==> config.mk <==
export PLATFORM = sky130hd
export DESIGN_NAME = dlsc_pcie_s6_outbound_arbiter
export DESIGN_NICKNAME = d
export VERILOG_FILES = /design/src/rtl/dlsc_pcie_s6_pkg.sv /design/src/rtl/dlsc_rr_arbiter2.sv /design/src/rtl/dlsc_pcie_s6_outbound_arbiter.sv
export SDC_FILE = /design/constraint.sdc
export NUM_CORES = 1
export LEC_CHECK = 0
export CAP_MARGIN = 20
export CORE_UTILIZATION = 39
export CTS_BUF_LIST = sky130_fd_sc_hd__clkbuf_16
export DETAILED_ROUTE_END_ITERATION = 6
export GPL_TIMING_DRIVEN = 0
export PLACE_DENSITY = 0.81
export SETUP_SLACK_MARGIN = 0.15
export SLEW_MARGIN = 20
export SYNTH_ARGS = -nofsm -noshare
export SYNTH_HDL_FRONTEND = slang
export SYNTH_HIERARCHICAL = 1
export SYNTH_SLANG_ARGS = --single-unit
==> constraint.sdc <==
create_clock -name clk -period 2.6 [get_ports clk]
set_input_delay 0.52 -clock clk [delete_from_list [all_inputs] [get_ports clk]]
set_output_delay 0.52 -clock clk [all_outputs]
set_load 0.02 [all_outputs]
==> src/rtl/dlsc_pcie_s6_pkg.sv <==
// Shared types for the Spartan-6 PCIe outbound path: FSM states, grant encoding
// and the TLP length rule (a length field of 0 means 1024 DW).
package dlsc_pcie_s6_pkg;

  typedef enum logic [1:0] {
    ST_IDLE = 2'd0,
    ST_HDR  = 2'd1,
    ST_DATA = 2'd2
  } state_t;

  typedef enum logic {
    GRANT_READ  = 1'b0,
    GRANT_WRITE = 1'b1
  } grant_t;

  localparam int LEN_W  = 10;
  localparam int BEAT_W = LEN_W + 1;

  function automatic logic [BEAT_W-1:0] len_to_beats(input logic [LEN_W-1:0] len);
    return (len == '0) ? 11'd1024 : {1'b0, len};
  endfunction

endpackage

==> src/rtl/dlsc_rr_arbiter2.sv <==
// Two-way round-robin arbiter (write vs read) allowing up to ARB_BURST
// consecutive grants to one requester while the other is also requesting.
module dlsc_rr_arbiter2
  import dlsc_pcie_s6_pkg::*;
#(
  parameter int ARB_BURST = 1
) (
  input  logic   clk,
  input  logic   rst,
  input  logic   en,
  input  logic   req_wr,
  input  logic   req_rd,
  output logic   update,
  output grant_t grant
);

  grant_t     last_grant_reg;
  logic [3:0] burst_cnt_reg;
  logic       primed_reg;
  logic       hold;

  // Until the first grant there is no burst to continue, so the first tie
  // always goes to the opposite of the reset value of last_grant (write).
  always_comb begin
    hold   = primed_reg && ((int'(burst_cnt_reg) + 1) < ARB_BURST);
    update = en && (req_wr || req_rd);
    if (req_wr && req_rd) begin
      if (hold)
        grant = last_grant_reg;
      else
        grant = (last_grant_reg == GRANT_WRITE) ? GRANT_READ : GRANT_WRITE;
    end else if (req_wr) begin
      grant = GRANT_WRITE;
    end else begin
      grant = GRANT_READ;
    end
  end

  always_ff @(posedge clk or negedge rst) begin
    if (!rst) begin
      last_grant_reg <= GRANT_READ;
      burst_cnt_reg  <= '0;
      primed_reg     <= 1'b0;
    end else if (update) begin
      last_grant_reg <= grant;
      primed_reg     <= 1'b1;
      if (grant == last_grant_reg) begin
        if (burst_cnt_reg != 4'hF)
          burst_cnt_reg <= burst_cnt_reg + 4'd1;
      end else begin
        burst_cnt_reg <= '0;
      end
    end
  end

endmodule

==> src/rtl/dlsc_pcie_s6_outbound_arbiter.sv <==
// Shares the Spartan-6 PCIe TX TLP path between the outbound write engine
// (header + payload) and the outbound read engine (header only).
module dlsc_pcie_s6_outbound_arbiter
  import dlsc_pcie_s6_pkg::*;
#(
  parameter int ADDR      = 32,
  parameter int TAGB      = 5,
  parameter int ARB_BURST = 1
) (
  input  logic             clk,
  input  logic             rst,
  output logic             wr_tlp_h_ready,
  input  logic             wr_tlp_h_valid,
  input  logic [ADDR-3:0]  wr_tlp_h_addr,
  input  logic [9:0]       wr_tlp_h_len,
  input  logic [3:0]       wr_tlp_h_be_first,
  input  logic [3:0]       wr_tlp_h_be_last,
  output logic             wr_tlp_d_ready,
  input  logic             wr_tlp_d_valid,
  input  logic [31:0]      wr_tlp_d_data,
  output logic             rd_tlp_h_ready,
  input  logic             rd_tlp_h_valid,
  input  logic [ADDR-3:0]  rd_tlp_h_addr,
  input  logic [9:0]       rd_tlp_h_len,
  input  logic [3:0]       rd_tlp_h_be_first,
  input  logic [3:0]       rd_tlp_h_be_last,
  input  logic [TAGB-1:0]  rd_tlp_h_tag,
  input  logic             tx_h_ready,
  output logic             tx_h_valid,
  output logic             tx_h_write,
  output logic [ADDR-3:0]  tx_h_addr,
  output logic [9:0]       tx_h_len,
  output logic [3:0]       tx_h_be_first,
  output logic [3:0]       tx_h_be_last,
  output logic [TAGB-1:0]  tx_h_tag,
  input  logic             tx_d_ready,
  output logic             tx_d_valid,
  output logic [31:0]      tx_d_data,
  output logic             tx_d_last,
  input  logic             arb_disable,
  output logic             arb_busy
);

  state_t            state_reg;
  logic [BEAT_W-1:0] beat_cnt_reg;
  logic              arb_en;
  logic              arb_update;
  grant_t            arb_grant;
  logic              in_data;
  logic              beat;

  assign arb_en = (state_reg == ST_IDLE) && !arb_disable;

  dlsc_rr_arbiter2 #(
    .ARB_BURST (ARB_BURST)
  ) u_arb (
    .clk    (clk),
    .rst    (rst),
    .en     (arb_en),
    .req_wr (wr_tlp_h_valid),
    .req_rd (rd_tlp_h_valid),
    .update (arb_update),
    .grant  (arb_grant)
  );

  // A grant is only issued toward a valid requester, so ready implies handshake.
  assign wr_tlp_h_ready = arb_update && (arb_grant == GRANT_WRITE);
  assign rd_tlp_h_ready = arb_update && (arb_grant == GRANT_READ);

  assign in_data        = (state_reg == ST_DATA);
  assign tx_d_valid     = in_data && wr_tlp_d_valid;
  assign wr_tlp_d_ready = in_data && tx_d_ready;
  assign tx_d_data      = in_data ? wr_tlp_d_data : '0;
  assign tx_d_last      = in_data && (beat_cnt_reg == 11'd1);
  assign beat           = tx_d_valid && tx_d_ready;

  always_ff @(posedge clk or negedge rst) begin
    if (!rst) begin
      state_reg     <= ST_IDLE;
      beat_cnt_reg  <= '0;
      arb_busy      <= 1'b0;
      tx_h_valid    <= 1'b0;
      tx_h_write    <= 1'b0;
      tx_h_addr     <= '0;
      tx_h_len      <= '0;
      tx_h_be_first <= '0;
      tx_h_be_last  <= '0;
      tx_h_tag      <= '0;
    end else begin
      case (state_reg)
        ST_IDLE: begin
          if (arb_update) begin
            state_reg  <= ST_HDR;
            arb_busy   <= 1'b1;
            tx_h_valid <= 1'b1;
            if (arb_grant == GRANT_WRITE) begin
              tx_h_write    <= 1'b1;
              tx_h_addr     <= wr_tlp_h_addr;
              tx_h_len      <= wr_tlp_h_len;
              tx_h_be_first <= wr_tlp_h_be_first;
              tx_h_be_last  <= wr_tlp_h_be_last;
              tx_h_tag      <= '0;
            end else begin
              tx_h_write    <= 1'b0;
              tx_h_addr     <= rd_tlp_h_addr;
              tx_h_len      <= rd_tlp_h_len;
              tx_h_be_first <= rd_tlp_h_be_first;
              tx_h_be_last  <= rd_tlp_h_be_last;
              tx_h_tag      <= rd_tlp_h_tag;
            end
          end
        end
        ST_HDR: begin
          if (tx_h_ready) begin
            tx_h_valid <= 1'b0;
            if (tx_h_write) begin
              state_reg    <= ST_DATA;
              beat_cnt_reg <= len_to_beats(tx_h_len);
            end else begin
              state_reg <= ST_IDLE;
              arb_busy  <= 1'b0;
            end
          end
        end
        ST_DATA: begin
          if (beat) begin
            beat_cnt_reg <= beat_cnt_reg - 11'd1;
            if (tx_d_last) begin
              state_reg <= ST_IDLE;
              arb_busy  <= 1'b0;
            end
          end
        end
        default: begin
          state_reg  <= ST_IDLE;
          arb_busy   <= 1'b0;
          tx_h_valid <= 1'b0;
        end
      endcase
    end
  end

endmodule
Word level (Yosys, flattened, before mapping)
Index checks and enable logic that the tools add are counted.

$add $sub $neg: 3. Equal/unequal tests: 12. $lt $le $gt $ge: 1. Bitwise gates (word level): 2. Muxes and demuxes: 32. Reductions and logical operators: 21.

Operators by type and width (number): two-way mux 11 bit (4); < comparator 32 x 2 -> 1 bit, second input constant (1); two-way mux 32 bit (1); two-way mux 30 bit (1); one-hot mux 11 bit (2 select lines) (1); two-way mux 4 bit (4); inequality test 2 bit, second input constant (6); equality test 11 x 1 -> 1 bit, second input constant (1); two-way mux 1 bit (11); subtractor 11 x 1 -> 11 bit, second input constant (1); logical AND 1 bit (10); logical NOT 10 bit (1); two-way mux 10 bit (1); two-way mux 2 bit (5); AND reduction 4 bit (2); one-hot mux 1 bit (3 select lines) (2); one-hot mux 2 bit (3 select lines) (1); adder 4 x 1 -> 5 bit, second input constant (1); two-way mux 5 bit (1); AND reduction 5 bit (1); adder 4 x 1 -> 4 bit, second input constant (1); inequality test 4 bit, second input constant (1); AND reduction 2 bit (2); AND reduction 3 bit (1); other kinds (9) (10).

Register bits: 75. Input bits: 141. Word-level logic and storage cells: 84. Output and inout bits: 93.

Depth between registers and ports, before layout
Depth after elaboration: 8. Mapped depth: 10. Mapped depth without buffers: 8.

By module
The synthesis kept the hierarchy.

By module, submodules not included: dlsc_pcie_s6_outbound_arbiter (sequential area each 1726.7 sq um, times used 1, cells an instance 390, area an instance 3641.0 sq um); dlsc_rr_arbiter2 (sequential area each 150.1 sq um, times used 1, cells an instance 41, area an instance 417.9 sq um).

Worst setup path after synthesis
Ideal clock, no wire load.

Path type: reg-to-output. Start: register u_arb.burst_cnt_reg[0]. End: output wr_tlp_h_ready. Stages on the path, launching flop included: 8. Path buffers: 1. Path slack: 0.106 ns. Arrival time: 1.974 ns. Cell sequence: dfrtp_1 > ha_1 > and4bb_4 > nand2b_4 > xnor2_1 > a21boi_0 > clkbuf_1 > and2_1.

Word-level cells in the longest chain between the ends: 6.

Ends and longest elaborated chain: start: declaration (line dlsc_rr_arbiter2.sv:18) `logic [3:0] burst_cnt_reg;`; start signal: assignment (line dlsc_rr_arbiter2.sv:49) `burst_cnt_reg <= burst_cnt_reg + 4'd1;`; adder 4 x 1 -> 5 bit (line dlsc_rr_arbiter2.sv:25) `hold = primed_reg && ((int'(burst_cnt_reg) + 1) < ARB_BURST);`; < comparator 32 x 2 -> 1 bit (line dlsc_rr_arbiter2.sv:25); logical AND 1 bit (line dlsc_rr_arbiter2.sv:25); two-way mux 1 bit (line dlsc_rr_arbiter2.sv:28) `if (hold)`; two-way mux 1 bit (line dlsc_rr_arbiter2.sv:27) `if (req_wr && req_rd) begin`; net arb_grant (line dlsc_pcie_s6_outbound_arbiter.sv:48) `grant_t arb_grant;`; logical AND 1 bit (line dlsc_pcie_s6_outbound_arbiter.sv:67) `assign wr_tlp_h_ready = arb_update && (arb_grant == GRANT_WRITE);`; end: declaration (line dlsc_pcie_s6_outbound_arbiter.sv:12) `output logic wr_tlp_h_ready,`.

The timed path passes the listed nets, and every way through them passes these cells.

Final worst setup path
Start: register u_arb.burst_cnt_reg[1]. End: output wr_tlp_h_ready.

Same word-level chain as after synthesis.

==> summary.txt <==
Yosys
  • Syn Inst Count: 431
  • Synth Cell Area: 4060 µm²
  • Syn Nets: 575
  • Cell taking the most area after synthesis: dfrtp_1
  • Yosys cell types: 52
  • Ys async rst share: 1.00
  • Area share of the largest cell type after synthesis: 0.462
  • Mapped Avg Cell Area: 9.42 µm²
  • Post-synth EDFFs: 0
  • Synth area leaders: dfrtp_1 46%, mux2i_1 13%, o21ai_0 7.8%
  • Post-synth top flop: dfrtp_1
  • FF+latch count, synth: 75
  • Sequential share of the synthesized area: 0.462
  • Ys Warns: 6

Worst setup path
  • Crit path DAT: 2.16 ns
  • R2R depth: 9
  • Max stage delay on crit path: 0.38 ns
  • CP max stage cell: dfrtp_1
  • Crit-path cells: ha_1 > and4bb_4 > nand2b_4 > xnor2_2 > a21boi_2 > clkbuf_8 > and2_4 > buf_6
  • Worst Setup Start Kind: register
  • Crit path buf inv count: 2
  • Crit Path Max Fanout: 3
  • Capturing element type of the critical path: output port
  • Reg2reg end: tx_h_addr[10]
  • Reg-to-Reg Start: u_arb/burst_cnt_reg[1]
  • Cell family contributing the most delay on the critical path: simple AND/OR/NAND/NOR gates
  • Setup Crit Path Kind: reg2out
  • R2R Setup Slk: 0.06 ns
  • Req. time, crit path: 2.08 ns

Die
  • Std-Cell Rows: 36
  • DIE WIDTH: 104 µm
  • Core Footprint: 9910 µm²
  • Starting Density: 0.410
  • Die Ht: 104 µm
  • IO Pins: 234
  • Die Area: 10,800 µm²

Clock tree
  • Clock Latency Late Sink: 0.33 ns
  • TritonCTS Buffers: 9
  • H-tree depth: 3
  • CTS root buf: clkbuf_16
  • Worst-path clk slew: 0.06 ns
  • Clk buf depth: 2
  • CTS Hold Bufs: 0
  • # clock sinks: 75
  • CTS tree: done

Outcome
  • Status: complete, but fails checks
  • Failing checks: negative setup slack

Timing
  • Final Hold Viols: 0
  • Period utilization: 1.03
  • Final setup vio count: 2
  • Clock Skews: 0.00899 ns
  • Slew @ Worst Pin: 0.745 ns
  • Pins Over Slew Limit: 0
  • RSZ-0062 raised after global routing: true
  • Max frequency: 373 MHz
  • Worst setup margin: -0.0809 ns
  • Min cycle time layout: 2.68 ns
  • Rel. slew slack: 0.499

Place
  • Placed cell area: 6580 µm²
  • Routability congestion estimate: 0.860
  • DP Cell Count: 798
  • PortBufs: 233
  • Post-DP HPWL: 10,100 µm

Final layout
  • ANT cells: 0
  • Finished Layout Cells: 821
  • Area growth, synth to finish: 70.8%
  • Fin area: 6930 µm²
  • Multi-input logic area: 2080 µm²
  • Fill cells: 803
  • Layout cells sized above 1: 0.116
  • Nets@finish: 827
  • Register area: 1880 µm²
  • Max reg flops: 30

Routing
  • Via count: 4,275
  • Drt wl/cell: 15.7 µm
  • DRC viols: 0
  • Drt first pass iters: 5
  • Initial DRC count: 221
  • Via density: 5.21
  • Antenna-violating nets left: 0
  • Total routed wirelength: 12,900 µm

GRT
  • Total gr overflow: 0
  • Vias in the first global route: 4,405
  • First-pass GRT wire length: 21,300 µm
  • Pin count of the biggest net entering global routing: 40
  • Initial antenna violation count: 0
  • GR Util All Layers: 0.247

Power
  • Leakage: 0.00313 µW
  • Max IR drop VDD: 0.510 mV
  • Cell Pwr Density: 1050 nW/µm²

Min path
  • Worst hold path class: in2async

Run
  • Max Cap Viol: 0
## metrics by stage
stage / hold WS [ns] / TNS, ns / worst slack (ns) / total power (µW) / util
final: 0.153 / -0.121 / -0.0809 / 7290 / 0.700
after global routing: 0.193 / -1.60 / -0.205 / 7780 / 0.700
after CTS: 0.179 / -0.119 / -0.0793 / 7290 / 0.702
after detailed placement: 0.462 / -12.94 / -0.608 / 5970 / 0.664
after global placement: 0.453 / -130.55 / -1.62 / 5840 / 0.662
after floorplan: 0.224 / 0 / 0.198 / 4200 / -
## cell families after synthesis
kind of cell               count (synthesis)  share of synthesized area
AOI/OAI and AO/OA                        102                      0.151
xor gates and xnor gates                   2                    0.00432
adders and majority gates                  3                    0.00925
buffers and inverters                     35                     0.0355
DFF                                       75                      0.462
muxes                                     51                      0.126
and+or+nand+nor                          163                      0.211
## per-layer routing
metal / track usage / vias to the layer above / part of all wire
met3: 0.0714 / 22 / 0.095
met2: 0.454 / 224 / 0.52
met4: 0.0663 / 0 / 0.012
met1: 0.276 / 2020 / 0.37
met5: 0 / - / 0
li1: - / 2009 / -
## where the power goes
group	leakage (µW)	switching, µW	internal, µW
clock	0.000139	486	739
combinational	0.00205	2100	1840
sequential	0.000937	428	1700
## how the worst max path moves through the flow
| stage | slack [ns] | start | cells after the start | endpoint |
|---|---|---|---|---|
| floorplan | 0.20 | u_arb/burst_cnt_reg[0] | 7 | wr_tlp_h_ready |
| global placement | -1.62 | rst | 1 | tx_h_addr[6] |
| detailed placement | -0.61 | u_arb/burst_cnt_reg[0] | 8 | wr_tlp_h_ready |
| CTS | -0.08 | u_arb/burst_cnt_reg[1] | 8 | wr_tlp_h_ready |
| global route | -0.20 | u_arb/burst_cnt_reg[1] | 8 | wr_tlp_h_ready |
| finish | -0.08 | u_arb/burst_cnt_reg[1] | 8 | wr_tlp_h_ready |
## cells in the mapped netlist (2+ instances only)
library cell   n
a21boi_0       2
o22ai_1        2
nand3b_1       6
nand2_1       68
nand4_1        2
o21ai_0       63
nand3_1        5
nand2b_1       4
o22a_1         3
nor2_1        18
and2_1        36
mux2i_1       51
inv_1          7
buf_2         10
ha_1           3
dfrtp_1       75
nor3_1         4
clkbuf_1      17
a21oi_1       15
nor4_1         5
a31oi_1        4
## layout make-up
type / count / area share
repair buffers: 242 / 0.337
multi-input cells: 321 / 0.299
flip-flops and latches: 75 / 0.271
clock buffers: 9 / 0.0325
well taps: 133 / 0.0240
plain buffers: 27 / 0.0226
clock inverters: 7 / 0.0101
inverters: 7 / 0.00379
## what timing repair did
| item | in CTS | in global routing |
|---|---|---|
| cloned | 0 | 0 |
| pin swaps | 3 | 0 |
| setup endpoints to repair | 85 | 85 |
| setup buffers | 7 | 1 |
| resized for setup | 93 | 33 |
## layout by cell type, fill, tap and decap left out, types with 2 or more instances in the layout
cell	count
clkdlybuf4s15_1	8
clkdlybuf4s50_1	195
o22a_1	3
inv_1	8
nand4_1	2
buf_4	15
nor4_1	4
a21oi_1	15
mux2i_1	51
clkbuf_16	9
o22ai_1	2
o21ai_0	63
nor3_1	3
buf_6	2
buf_2	15
clkbuf_1	5
nand3b_1	6
nor2_1	18
ha_1	3
clkbuf_2	10
nand2_1	68
and2_1	35
dlygate4sd2_1	16
a31oi_1	4
nand3_1	5
nand2b_1	4
clkinvlp_4	3
dfrtp_1	74
(Power assumes the default switching activity.)
